$ cat config.mk
export PLATFORM = sky130hd
export DESIGN_NAME = climate_ctrl_flat
export DESIGN_NICKNAME = d
export VERILOG_FILES = /design/src/rtl/climate_ctrl_if.sv /design/src/rtl/climate_ctrl.sv /design/src/flat_wrapper.sv
export SDC_FILE = /design/constraint.sdc
export NUM_CORES = 1
export LEC_CHECK = 0
export ABC_AREA = 1
export CELL_PAD_IN_SITES_DETAIL_PLACEMENT = 1
export CELL_PAD_IN_SITES_GLOBAL_PLACEMENT = 1
export CORE_MARGIN = 3
export CORE_UTILIZATION = 30
export CTS_CLUSTER_DIAMETER = 150
export CTS_CLUSTER_SIZE = 12
export DETAILED_ROUTE_END_ITERATION = 8
export PLACE_DENSITY_LB_ADDON = 0.3
export SLEW_MARGIN = 10
export SYNTH_ARGS = -nofsm -noshare
export SYNTH_HDL_FRONTEND = slang
export SYNTH_SLANG_ARGS = --single-unit
export TNS_END_PERCENT = 20
$ cat constraint.sdc
create_clock -name clk -period 2.7 [get_ports clk]
set_clock_uncertainty 0.1 [all_clocks]
set_input_delay 0.405 -clock clk [delete_from_list [all_inputs] [get_ports clk]]
set_output_delay 0.405 -clock clk [all_outputs]
set_load 0.005 [all_outputs]
$ cat src/rtl/climate_ctrl_if.sv
// Sensor/drive bundle for the multi-zone climate controller.
// The master supplies mode and temperatures; the slave returns drives and status.
interface climate_ctrl_if #(
    parameter int N_ZONES = 2,
    parameter int W       = 5
);
    logic [1:0]                       mode;
    logic [N_ZONES*W-1:0]             temperature;
    logic [N_ZONES-1:0]               heating;
    logic [N_ZONES-1:0]               cooling;
    logic [2*N_ZONES-1:0]             zone_state;
    logic [$clog2(N_ZONES+1)-1:0]     active_cnt;

    modport master (
        output mode, temperature,
        input  heating, cooling, zone_state, active_cnt
    );

    modport slave (
        input  mode, temperature,
        output heating, cooling, zone_state, active_cnt
    );
endinterface

$ cat src/rtl/climate_ctrl.sv
// Multi-zone hysteresis heat/cool controller with per-zone minimum on/off dwell.
// Each zone is an independent IDLE/HEAT/COOL FSM gated by the shared mode.
module climate_ctrl #(
    parameter int N_ZONES  = 2,
    parameter int W        = 5,
    parameter int HEAT_ON  = 18,
    parameter int HEAT_OFF = 20,
    parameter int COOL_ON  = 22,
    parameter int COOL_OFF = 20,
    parameter int MIN_ON   = 4,
    parameter int MIN_OFF  = 4
) (
    input  logic          clk,
    input  logic          rst,
    climate_ctrl_if.slave bus
);
    localparam int MAXD = (MIN_ON > MIN_OFF) ? MIN_ON : MIN_OFF;
    localparam int CW   = (MAXD > 1) ? $clog2(MAXD) : 1;
    localparam int AW   = $clog2(N_ZONES + 1);

    localparam logic [W-1:0]  T_HEAT_ON  = W'(HEAT_ON);
    localparam logic [W-1:0]  T_HEAT_OFF = W'(HEAT_OFF);
    localparam logic [W-1:0]  T_COOL_ON  = W'(COOL_ON);
    localparam logic [W-1:0]  T_COOL_OFF = W'(COOL_OFF);
    localparam logic [CW-1:0] LOAD_ON    = CW'(MIN_ON - 1);
    localparam logic [CW-1:0] LOAD_OFF   = CW'(MIN_OFF - 1);

    typedef enum logic [1:0] {
        IDLE = 2'b00,
        HEAT = 2'b01,
        COOL = 2'b10
    } state_t;

    state_t          state_q [N_ZONES];
    state_t          state_d [N_ZONES];
    logic [CW-1:0]   cnt_q   [N_ZONES];
    logic [CW-1:0]   cnt_d   [N_ZONES];
    logic [N_ZONES-1:0] heat_d;
    logic [N_ZONES-1:0] cool_d;
    logic [AW-1:0]      act_d;
    logic               heat_ok;
    logic               cool_ok;

    assign heat_ok = bus.mode[0];
    assign cool_ok = bus.mode[1];

    always_comb begin
        logic [W-1:0] t;
        t      = '0;
        heat_d = '0;
        cool_d = '0;
        act_d  = '0;
        for (int unsigned i = 0; i < N_ZONES; i++) begin
            t          = bus.temperature[i*W +: W];
            state_d[i] = state_q[i];
            cnt_d[i]   = (cnt_q[i] != '0) ? cnt_q[i] - CW'(1) : '0;
            case (state_q[i])
                IDLE: begin
                    if (cnt_q[i] == '0 && heat_ok && t < T_HEAT_ON) begin
                        state_d[i] = HEAT;
                        cnt_d[i]   = LOAD_ON;
                    end else if (cnt_q[i] == '0 && cool_ok && t > T_COOL_ON) begin
                        state_d[i] = COOL;
                        cnt_d[i]   = LOAD_ON;
                    end
                end
                // A mode change forces exit regardless of the remaining on-time.
                HEAT: begin
                    if (!heat_ok || (cnt_q[i] == '0 && t >= T_HEAT_OFF)) begin
                        state_d[i] = IDLE;
                        cnt_d[i]   = LOAD_OFF;
                    end
                end
                COOL: begin
                    if (!cool_ok || (cnt_q[i] == '0 && t <= T_COOL_OFF)) begin
                        state_d[i] = IDLE;
                        cnt_d[i]   = LOAD_OFF;
                    end
                end
                default: begin
                    state_d[i] = IDLE;
                    cnt_d[i]   = '0;
                end
            endcase
            heat_d[i] = (state_d[i] == HEAT);
            cool_d[i] = (state_d[i] == COOL);
            act_d     = act_d + AW'(heat_d[i] | cool_d[i]);
        end
    end

    always_ff @(posedge clk or posedge rst) begin
        if (rst) begin
            for (int unsigned i = 0; i < N_ZONES; i++) begin
                state_q[i] <= IDLE;
                cnt_q[i]   <= '0;
            end
            bus.heating    <= '0;
            bus.cooling    <= '0;
            bus.active_cnt <= '0;
        end else begin
            for (int unsigned i = 0; i < N_ZONES; i++) begin
                state_q[i] <= state_d[i];
                cnt_q[i]   <= cnt_d[i];
            end
            bus.heating    <= heat_d;
            bus.cooling    <= cool_d;
            bus.active_cnt <= act_d;
        end
    end

    always_comb begin
        bus.zone_state = '0;
        for (int unsigned i = 0; i < N_ZONES; i++) begin
            bus.zone_state[2*i +: 2] = state_q[i];
        end
    end
endmodule
$ cat src/flat_wrapper.sv
// flat-port wrapper written by rule: the top's interface ports become plain ports
module climate_ctrl_flat 
#(
    parameter int N_ZONES  = 2,
    parameter int W        = 5,
    parameter int HEAT_ON  = 18,
    parameter int HEAT_OFF = 20,
    parameter int COOL_ON  = 22,
    parameter int COOL_OFF = 20,
    parameter int MIN_ON   = 4,
    parameter int MIN_OFF  = 4
)
  (clk, rst, bus_mode, bus_temperature, bus_heating, bus_cooling, bus_zone_state, bus_active_cnt);
  climate_ctrl_if #(.N_ZONES(N_ZONES), .W(W)) bus_i ();
  input  logic clk;
  input  logic rst;
  input wire logic [$bits(bus_i.mode)-1:0] bus_mode;
  input wire logic [$bits(bus_i.temperature)-1:0] bus_temperature;
  output wire logic [$bits(bus_i.heating)-1:0] bus_heating;
  output wire logic [$bits(bus_i.cooling)-1:0] bus_cooling;
  output wire logic [$bits(bus_i.zone_state)-1:0] bus_zone_state;
  output wire logic [$bits(bus_i.active_cnt)-1:0] bus_active_cnt;
  assign bus_i.mode = bus_mode;
  assign bus_i.temperature = bus_temperature;
  assign bus_heating = bus_i.heating;
  assign bus_cooling = bus_i.cooling;
  assign bus_zone_state = bus_i.zone_state;
  assign bus_active_cnt = bus_i.active_cnt;
  climate_ctrl #(.N_ZONES(N_ZONES), .W(W), .HEAT_ON(HEAT_ON), .HEAT_OFF(HEAT_OFF), .COOL_ON(COOL_ON), .COOL_OFF(COOL_OFF), .MIN_ON(MIN_ON), .MIN_OFF(MIN_OFF)) u_core (.clk(clk), .rst(rst), .bus(bus_i));
endmodule
# --- Word level (Yosys, flattened, before mapping) ---
# Cells that the tools add are included.
# Widths: inputs -> output; s select.
totals:
  regBits: 14
  out_inout_bits: 10
  wordCells: 74
op_classes:
  addsub: 3
  n_lt_le_gt_ge: 8
  n_eq_ne: 8
  mux: 22
  n_bitwise: 2
  reduce_logical: 24
op_table:
  columns: ["op", "count"]
  rows:
  - ["$mux 2", 18]
  - ["$pmux 2 s3", 4]
  - ["$logic_and 1x1->1", 12]
  - ["$ge 5x5->1 const B", 2]
  - ["$gt 5x5->1 const B", 2]
  - ["$le 5x5->1 const B", 2]
  - ["$lt 5x5->1 const B", 2]
  - ["$eq 2x1->1 const B", 4]
  - ["$eq 2x2->1 const B", 4]
  - ["$logic_not 2->1", 4]
  - ["$logic_or 1x1->1", 4]
  - ["$reduce_bool 2->1", 2]
  - ["$sub 2x1->2 const B", 2]
  - ["$add 2x2->2", 1]
  - ["$logic_not 1->1", 2]
  - ["$or 1x1->1", 2]

# --- Logic depth before layout (Yosys ltp) ---
# Gate-level depths: netlist of run 1.
logic_depth:
  word_depth: 9
  depth_mapped: 10
  ltp_nobuf: 10

# --- Worst setup path after synthesis of run 1 ---
# Ideal clock, no wire load.
synth_path:
  kind: "input port to flip-flop"
  from: "input bus_temperature[2]"
  to: "register u_core.bus.active_cnt[0]"
  setup_ns: 0.126
  arrival_ns: 1.486
  t_required_ns: 2.474
  path_slack_ns: 0.988
  path_stages: 7
  n_path_buf: 0
  path_cell_list: "o21ai_2 > nand3_1 > o22ai_2 > inv_2 > ha_1 > inv_1 > ha_1"
synth_rtl:
  columns: ["item", "line_no", "text"]
  rows:
  - ["start: declaration", "flat_wrapper.sv:18", "input wire logic [$bits(bus_i.temperature)-1:0] bus_temperature;"]
  - ["end signal: assignment", "climate_ctrl.sv:107", "bus.active_cnt <= act_d;"]
  - ["end: declaration", "climate_ctrl_if.sv:21", "output heating, cooling, zone_state, active_cnt"]

==> results of run 1 <==
-- registers in the layout, indices dropped and copies added (netlist names) --
signal and flops:
u_core.bus.active_cnt 2, u_core.bus.cooling 2, u_core.bus.zone_state 4, u_core.bus.heating 2, u_core.cnt_q 4
-- final cells by class --
| class | instances | area share, % |
|---|---|---|
| multi-input cells | 85 | 38.1 |
| flip-flops and latches | 14 | 27.6 |
| repair buffers | 23 | 18.1 |
| inverters | 31 | 9.16 |
| well taps | 42 | 4.14 |
| clock buffers | 4 | 2.86 |
-- stage by stage --
step / area, um^2 / hold slack [ns] / utilization, %
global route: 1270 / 0.399 / 43.8
CTS: 1270 / 0.381 / 43.8
floorplan: 958 / 0.194 / -
global placement: 1230 / 0.529 / 42.5
detailed placement: 1230 / 0.542 / 42.5
finish: 1270 / 0.354 / 43.8
-- worst max-delay path, stage by stage --
cell             delay, ns
clkdlybuf4s50_1       0.55
inv_2                 0.06
nor2_1                0.11
nand3_1               0.15
o22ai_2               0.27
inv_2                 0.05
ha_1                  0.27
inv_1                 0.04
ha_1                  0.26
-- Yosys cell counts (all sizes together) --
cell / count
a21oi: 2
nand2: 29
inv: 31
o21ai: 9
nand4: 1
ha: 5
nand3b: 1
nand3: 13
o22ai: 1
buf: 1
nor2: 24
dfrtp: 14
-- kinds of logic (layout without fill, tap and decap cells) --
group / after synthesis / count (layout) / share of synthesized area (%)
simple gates: 68 / 68 / 34.6
buf+inv: 32 / 58 / 12.9
fa+ha+maj: 5 / 5 / 6.53
flops: 14 / 14 / 36.6
compound gates: 12 / 12 / 9.40
-- final timing paths --
check / from / endpoint / slack [ns] / cells after the start
hold / removal: rst / u_core.bus.zone_state[3]$_DFF_PP0_ / 0.35 / 2
max in group asynchronous: rst / u_core.bus.zone_state[1]$_DFF_PP0_ / 1.80 / 2
setup / recovery: bus_mode[0] / u_core.bus.active_cnt[0]$_DFF_PP0_ / 0.59 / 9
min in group clk: u_core.cnt_q[3]$_DFF_PP0_ / u_core.cnt_q[3]$_DFF_PP0_ / 0.55 / 4
hold reg to reg: u_core.cnt_q[3]$_DFF_PP0_ / u_core.cnt_q[3]$_DFF_PP0_ / 0.55 / 4
setup reg to reg: u_core.cnt_q[2]$_DFF_PP0_ / u_core.bus.active_cnt[0]$_DFF_PP0_ / 0.79 / 9
-- routing by layer --
| metal | vias to the layer above | part of all wire [%] | wire length [um] | GRT usage [%] |
|---|---|---|---|---|
| met4 | 0 | 0 | 0 | 2.48 |
| li1 | 447 | - | - | - |
| met2 | 13 | 53 | 1260 | 26.1 |
| met3 | 0 | 3.3 | 78 | 2.70 |
| met5 | - | 0 | 0 | 0 |
| met1 | 410 | 44 | 1040 | 15.5 |
-- power by group through the flow --
stage	combinational (uW)	clock (uW)	sequential, uW
5_1_grt	555	166	335
3_5_place_dp	494	0	331
2_1_floorplan	307	0	325
3_3_place_gp	471	0	324
4_1_cts	497	150	328
6_report	488	145	325
==> run_results.csv, run 1 <==
group,metric,value,unit
status,run_status,"complete, no violations",
place,io_buffers,23,
sta,tightestPinTransition,0.507,ns
detailed_routing,drt_iter0_drc,19,
sta,setup_ws,0.589,ns
detailed_routing,avgRoutedWirePerCell,12.0,um
run,cap_viol_max_count,0,
sta,layout_min_cycle_time,2.11,ns
die,die_x,62.5,um
synthesis,synth_cell_type_count,20,
detailed_routing,drt_wl_total,2.38,mm
place,placed_cells,195,
clock_tree,cts_root_buffer,"clkbuf_4",
clock_tree,hold_buffers,0,
finish,multiInputGateArea,484,um^2
finish,diodes,0,
finish,fillers,388,
clock_tree,clk_latency,0.27,ns
critical_path,start_kind,"input port",
place,hpwl,2.05,mm
critical_path,arrival,2.16,ns
power,switching_share,41.0,%
sta,final_max_slew_viol_count,0,
global_routing,grt_overflow,0,
global_routing,antenna_found_initial,0,
finish,drive_gt1_share,19.7,%
power,p_total,957,uW
global_routing,grt_pass1_wl,4.40,mm
sta,finalSetupTns,0,ns
global_routing,track_usage,13.6,%
finish,area_delta_synth_final,32.5,%
global_routing,grt_pass1_vias,1009,
power,p_int,565,uW
place,gp_congestion,0.776,
synthesis,synth-seq-cells,14,
detailed_routing,via_per_inst,4.37,
clock_tree,cts-resized-gates,0,
clock_tree,cts_buffers,3,
finish,stdcell_count,199,
synthesis,postSynthCellCount,131,
sta,slew-limit-headroom,66.2,%
die,start_util,33.0,%
place,pre_cts_ws,0.297,ns
clock_tree,clock-sinks,14,
synthesis,seq_area_frac_synth,36.6,%
finish,regArea,350,um^2
critical_path,criticalPathCategory,"input port to flip-flop",
die,die_area,3910,um^2
detailed_routing,vias,870,
finish,final_nets,177,
sta,finalCritPeriodShare,78.2,%
synthesis,ys_top_cells_by_area,"dfrtp_1 (37%), inv_1 (10%), nand2_1 (9.0%)",
sta,rsz0062_at_grt,"false",
die,rows,19,
power,switching_power,392,uW
sta,max_freq,474,MHz
finish,layout_common_cells,"inv_1 (26), nand2_1 (23), clkdlybuf4s50_1 (23)",
power,clkPwrFrac,15.1,%
critical_path,worst_setup_path_end_kind,"flip-flop",
hold_path,hold_class,"input port to asynchronous set/reset pin",
synthesis,synth_top_area_share,36.6,%
power,combPwrFrac,50.9,%
synthesis,synth_top_cell_by_area,"dfrtp_1",
sta,hold_viol_final,0,
synthesis,syn_avg_cell_area,7.32,um^2
clock_tree,clock_path_buffers,2,
clock_tree,clk_pin_slew,0.09,ns
global_routing,grt_start_max_net_pins,15,
detailed_routing,drc_errors,0,
synthesis,synth_fp_nets,150,
die,io_pins,24,
power,p_seq_share,34.0,%
critical_path,crit_required,2.75,ns
finish,final_common_cell,"inv_1",
die,core,2900,um^2
synthesis,syn_area,958,um^2
sta,setup_viol,0,
clock_tree,cts_tree,"yes",
detailed_routing,drtPass1Iterations,4,
clock_tree,cts_setup_buffers,0,
detailed_routing,ant_nets,0,
critical_path,cp_max_fo,4,
die,dieHeight,62.5,um
power,max-vdd-ir-drop,0.422,mV
clock_tree,htreeDepth,1,
power,power_leakage,0.000646,uW
power,p_per_area,754,nW/um^2
synthesis,ys_warn_count,0,
No activity file was read; power rests on OpenSTA's default activity.
==> run 2, diff against run 1 <==
==> constraint.sdc (replaced) <==
create_clock -name clk -period 1.7 [get_ports clk]
set_clock_uncertainty 0.1 [all_clocks]
set_input_delay 0.255 -clock clk [delete_from_list [all_inputs] [get_ports clk]]
set_output_delay 0.255 -clock clk [all_outputs]
set_load 0.005 [all_outputs]
==> run_results.csv, run 2 (synthesis results as in run 1) <==
group,metric,value,unit
place,gp_congestion,0.776,
critical_path,crit_family,"adder cells",
clock_tree,hold_buffers,0,
sta,layout_min_cycle_time,1.77,ns
sta,rsz0062_at_grt,"true",
critical_path,ff2ff_setup_slack,-0.07,ns
finish,fillers,369,
sta,max_freq,564,MHz
die,dieHeight,62.5,um
global_routing,antenna_found_initial,0,
power,power_leakage,0.000834,uW
global_routing,grt_pass1_wl,5.15,mm
clock_tree,cts_buffers,3,
critical_path,max_stage_delay,0.42,ns
critical_path,reg2reg_depth,9,
clock_tree,cts_root_buffer,"clkbuf_4",
global_routing,track_usage,15.8,%
finish,regArea,352,um^2
detailed_routing,drc_errors,0,
power,p_per_area,1260,nW/um^2
critical_path,path_buf_inv,3,
finish,final_nets,204,
detailed_routing,drt_iter0_drc,15,
run,cap_viol_max_count,0,
die,core,2900,um^2
sta,timing.hold.ws,0.209,ns
place,hpwl,2.12,mm
power,combPwrFrac,61.7,%
die,die_area,3910,um^2
clock_tree,clock_path_buffers,2,
place,dpl_cell_area,1370,um^2
detailed_routing,avgRoutedWirePerCell,13.3,um
critical_path,arrival,1.83,ns
sta,setup_viol,2,
critical_path,worst_setup_path_end_kind,"flip-flop",
power,clkPwrFrac,11.8,%
critical_path,start_kind,"flip-flop",
power,p_int,1180,uW
power,p_seq_share,26.5,%
critical_path,cp_slowest_cell,"dfrtp_1",
power,p_total,1960,uW
detailed_routing,vias,1013,
critical_path,crit_required,1.76,ns
status,violations,"setup timing",
clock_tree,htreeDepth,1,
die,io_pins,24,
critical_path,r2r-end,"u_core.bus.active_cnt[0]$_DFF_PP0_",
die,die_x,62.5,um
clock_tree,cts_tree,"yes",
die,rows,19,
finish,multiInputGateArea,561,um^2
status,run_status,"complete, but fails checks",
global_routing,grt_overflow,0,
detailed_routing,drtPass1Iterations,4,
clock_tree,clk_latency,0.27,ns
finish,diodes,0,
finish,drive_gt1_share,37.0,%
detailed_routing,drt_wl_total,3.01,mm
finish,layout_common_cells,"buf_4 (26), inv_1 (23), nand2_1 (22)",
critical_path,crit_chain,"inv_2, nand2_4, nor2_4, nand3_4, o22ai_4, inv_2, ha_4, inv_4, ha_4",
finish,final_common_cell,"buf_4",
sta,setup_ws,-0.0720,ns
power,switching_share,40.0,%
sta,tightestPinTransition,0.510,ns
detailed_routing,via_per_inst,4.48,
finish,area_delta_synth_final,62.7,%
clock_tree,clock-sinks,14,
global_routing,grt_start_max_net_pins,15,
critical_path,criticalPathCategory,"flip-flop to flip-flop",
critical_path,cp_max_fo,3,
die,start_util,33.0,%
sta,hold_viol_final,0,
finish,stdcell_area,1560,um^2
critical_path,reg2reg_from,"u_core.cnt_q[3]$_DFF_PP0_",
place,io_buffers,23,
hold_path,hold_class,"input port to asynchronous set/reset pin",
sta,finalCritPeriodShare,104,%
detailed_routing,ant_nets,0,
power,max-vdd-ir-drop,0.781,mV
sta,final_max_slew_viol_count,0,
global_routing,grt_pass1_vias,1156,
power,switching_power,787,uW
sta,slew-limit-headroom,65.9,%
clock_tree,clk_pin_slew,0.09,ns
==> run 2: changes by cell type in the layout (fill, tap and decap cells not counted), sizes merged <==
cell,before,now
dlymetal6s2s,0,4
dlygate4sd2,0,6
buf,0,27
clkdlybuf4s50,23,13
==> run 2: cell type report <==
type	instances	share of cell area [%]
timing repair buffer	50	28.2
sequential	14	22.6
clock buffer	4	2.33
tap	42	3.37
inverter	31	7.62
multi-input combinational	85	36.0
==> run 2: worst max-delay path by stage <==
| stage | startpoint | endpoint | slack, ns | cells after the start |
|---|---|---|---|---|
| global route | u_core.cnt_q[1]$_DFF_PP0_ | u_core.bus.active_cnt[0]$_DFF_PP0_ | -0.13 | 9 |
| floorplan | u_core.cnt_q[2]$_DFF_PP0_ | u_core.bus.active_cnt[0]$_DFF_PP0_ | 0.02 | 9 |
| detailed placement | bus_temperature[3] | u_core.bus.active_cnt[0]$_DFF_PP0_ | -0.49 | 8 |
| CTS | u_core.cnt_q[3]$_DFF_PP0_ | u_core.bus.active_cnt[0]$_DFF_PP0_ | -0.08 | 9 |
| global placement | bus_temperature[3] | u_core.bus.active_cnt[0]$_DFF_PP0_ | -0.42 | 8 |
| finish | u_core.cnt_q[3]$_DFF_PP0_ | u_core.bus.active_cnt[0]$_DFF_PP0_ | -0.07 | 9 |
==> run 2: metal layers <==
metal / vias up / GRT usage, % / part of all wire (%)
li1: 500 / - / -
met1: 494 / 16.7 / 39
met2: 17 / 32.1 / 57
met3: 2 / 2.52 / 3.0
met4: 0 / 3.58 / 0.30
met5: - / 0 / 0
==> run 2: stage by stage <==
stage / util [%] / TNS, ns / setup WS [ns] / instances
final: 53.8 / -0.0820 / -0.0720 / 226
after global routing: 53.8 / -0.199 / -0.134 / 226
after CTS: 51.4 / -0.0815 / -0.0815 / 221
after detailed placement: 47.2 / -1.33 / -0.491 / 213
after global placement: 47.2 / -0.995 / -0.420 / 213
after floorplan: - / 0 / 0.0159 / 131
==> run 2: power groups by stage <==
| stage | logic (uW) | clock network [uW] | registers (uW) |
|---|---|---|---|
| 2_1_floorplan | 488 | 0 | 517 |
| 3_3_place_gp | 922 | 0 | 510 |
| 3_5_place_dp | 956 | 0 | 516 |
| 4_1_cts | 1090 | 234 | 514 |
| 5_1_grt | 1350 | 257 | 532 |
| 6_report | 1210 | 232 | 520 |
==> run 2: timing repair <==
action | in CTS | in global routing
buffers inserted | 4 | 5
gates resized for setup | 19 | 9
endpoints found under the setup margin | 2 | 4
pin swaps | 9 | 10
==> run 3, diff against run 2 <==
--- a/config.mk
+++ b/config.mk
@@ -8,7 +8,7 @@
 export ABC_AREA = 1
 export CELL_PAD_IN_SITES_DETAIL_PLACEMENT = 1
 export CELL_PAD_IN_SITES_GLOBAL_PLACEMENT = 1
-export CORE_MARGIN = 3
+export CORE_MARGIN = 2
 export CORE_UTILIZATION = 30
 export CTS_CLUSTER_DIAMETER = 150
 export CTS_CLUSTER_SIZE = 12
==> constraint.sdc (replaced) <==
create_clock -name clk -period 1.7 [get_ports clk]
set_clock_uncertainty 0.1 [all_clocks]
set_input_delay 0.51 -clock clk [delete_from_list [all_inputs] [get_ports clk]]
set_output_delay 0.51 -clock clk [all_outputs]
set_load 0.005 [all_outputs]
==> run_results.csv, run 3 (synthesis results as in run 1) <==
group,metric,value,unit
global_routing,grt_pass1_wl,4.76,mm
finish,final_nets,208,
critical_path,worst_setup_path_end_kind,"flip-flop",
detailed_routing,drt_wl_total,2.96,mm
clock_tree,clk_pin_slew,0.09,ns
sta,rsz0062_at_grt,"true",
clock_tree,clock_path_buffers,2,
finish,fillers,390,
global_routing,antenna_found_initial,0,
critical_path,timing.critical_path.from,"u_core.cnt_q[3]$_DFF_PP0_",
sta,tightestPinTransition,0.226,ns
finish,regArea,353,um^2
critical_path,reg2reg_from,"u_core.cnt_q[3]$_DFF_PP0_",
finish,layout_common_cells,"buf_4 (29), inv_1 (21), nand2_1 (20)",
detailed_routing,vias,1015,
power,p_int,1150,uW
sta,setup_viol,1,
die,die_x,60.5,um
die,core,3050,um^2
power,clkPwrFrac,9.1,%
run,cap_viol_max_count,0,
power,p_seq_share,26.7,%
power,power_leakage,0.000841,uW
sta,final_max_slew_viol_count,0,
place,io_buffers,23,
clock_tree,htreeDepth,1,
detailed_routing,drc_errors,0,
place,dpl_cell_area,1410,um^2
clock_tree,cts_tree,"yes",
sta,setup_ws,-0.0811,ns
place,gp_congestion,0.818,
finish,multiInputGateArea,613,um^2
status,violations,"setup timing",
detailed_routing,avgRoutedWirePerCell,12.8,um
clock_tree,cts_root_buffer,"clkbuf_4",
die,rows,20,
power,max-vdd-ir-drop,0.707,mV
global_routing,grt_pass1_vias,1110,
power,combPwrFrac,64.2,%
detailed_routing,ant_nets,0,
global_routing,grt_overflow,0,
sta,layout_min_cycle_time,1.78,ns
clock_tree,clk_latency,0.27,ns
finish,final_common_cell,"buf_4",
detailed_routing,drt_iter0_drc,13,
critical_path,start_kind,"flip-flop",
die,io_pins,24,
finish,stdcell_area,1580,um^2
critical_path,crit_required,1.75,ns
sta,max_freq,561,MHz
power,switching_power,811,uW
detailed_routing,drtPass1Iterations,3,
clock_tree,hold_buffers,0,
clock_tree,clock-sinks,14,
critical_path,cp_max_fo,3,
critical_path,criticalPathCategory,"flip-flop to flip-flop",
hold_path,hold_class,"input port to asynchronous set/reset pin",
sta,hold_viol_final,0,
place,hpwl,2.20,mm
finish,diodes,0,
power,p_per_area,1240,nW/um^2
sta,slew-limit-headroom,84.9,%
die,dieHeight,60.5,um
detailed_routing,via_per_inst,4.39,
finish,area_delta_synth_final,65.1,%
clock_tree,cts_buffers,3,
status,run_status,"complete, but fails checks",
critical_path,arrival,1.84,ns
finish,drive_gt1_share,46.0,%
power,p_total,1960,uW
global_routing,track_usage,17.1,%
power,switching_share,41.4,%
global_routing,grt_start_max_net_pins,15,
sta,finalCritPeriodShare,105,%
die,start_util,31.4,%
die,die_area,3660,um^2
run 3: changes by cell type in the layout (fill, tap and decap cells not counted), sizes merged:
| cell | delta |
|---|---|
| clkdlybuf4s50 | -12 |
| buf | +11 |
| clkdlybuf4s15 | +3 |
| dlygate4sd2 | +5 |
| dlymetal6s2s | -4 |
run 3: what timing repair did:
action,CTS,global route
hold endpoints to repair,0,0
pin swaps,13,17
setup buffers,6,5
endpoints found under the setup margin,18,4
resized for setup,52,24
run 3: worst max-delay path, stage by stage (launching register included):
cell	delay (ns)
dfrtp_1	0.40
inv_2	0.09
nand2_4	0.07
nor2_4	0.09
nand3_4	0.10
o22ai_4	0.21
inv_2	0.07
ha_4	0.26
inv_2	0.04
ha_4	0.22
run 3: worst paths after layout:
kind | endpoint | slack [ns] | cells after the start
setup / recovery | u_core.bus.active_cnt[0]$_DFF_PP0_ | -0.08 | 9
hold / removal | u_core.cnt_q[3]$_DFF_PP0_ | 0.43 | 3
setup reg to reg | u_core.bus.active_cnt[0]$_DFF_PP0_ | -0.08 | 9
hold reg to reg | u_core.cnt_q[2]$_DFF_PP0_ | 0.59 | 3
max in group asynchronous | u_core.bus.zone_state[2]$_DFF_PP0_ | 0.87 | 3
min in group clk | u_core.cnt_q[2]$_DFF_PP0_ | 0.59 | 3
run 3: layer usage:
layer  track usage (%)  wire (um)  share of wire (%)  vias to the layer above
li1                  -          -                  -                      508
met1              21.4       1230                 41                      489
met2              32.8       1640                 55                       18
met3              1.49         95                3.2                        0
met4              2.48          0                  0                        0
met5                 0          0                  0                        -
run 3: through the flow:
stage / hold slack (ns) / TNS, ns / std cells / utilization, % / setup WS, ns
after floorplan: 0.299 / -0.0825 / 131 / - / -0.0825
after global placement: 0.536 / -4.12 / 217 / 46.1 / -0.677
after detailed placement: 0.552 / -4.78 / 217 / 46.1 / -0.766
after CTS: 0.432 / -0.115 / 226 / 48.9 / -0.115
after global routing: 0.453 / -0.252 / 231 / 51.8 / -0.145
final: 0.430 / -0.0811 / 231 / 51.8 / -0.0811
run 3: area by class of cell:
| type | count | area share (%) |
|---|---|---|
| tap | 44 | 3.48 |
| inverter | 31 | 7.35 |
| timing repair buffer | 54 | 26.7 |
| sequential | 14 | 22.3 |
| multi-input combinational | 85 | 38.7 |
| clock buffer | 3 | 1.42 |
run 3: power groups by stage:
| stage | Combinational [uW] | Sequential (uW) | Clock [uW] |
|---|---|---|---|
| global route | 1390 | 535 | 199 |
| finish | 1260 | 524 | 178 |
| floorplan | 494 | 517 | 0 |
| detailed placement | 987 | 513 | 0 |
| global placement | 932 | 508 | 0 |
| CTS | 1080 | 511 | 184 |
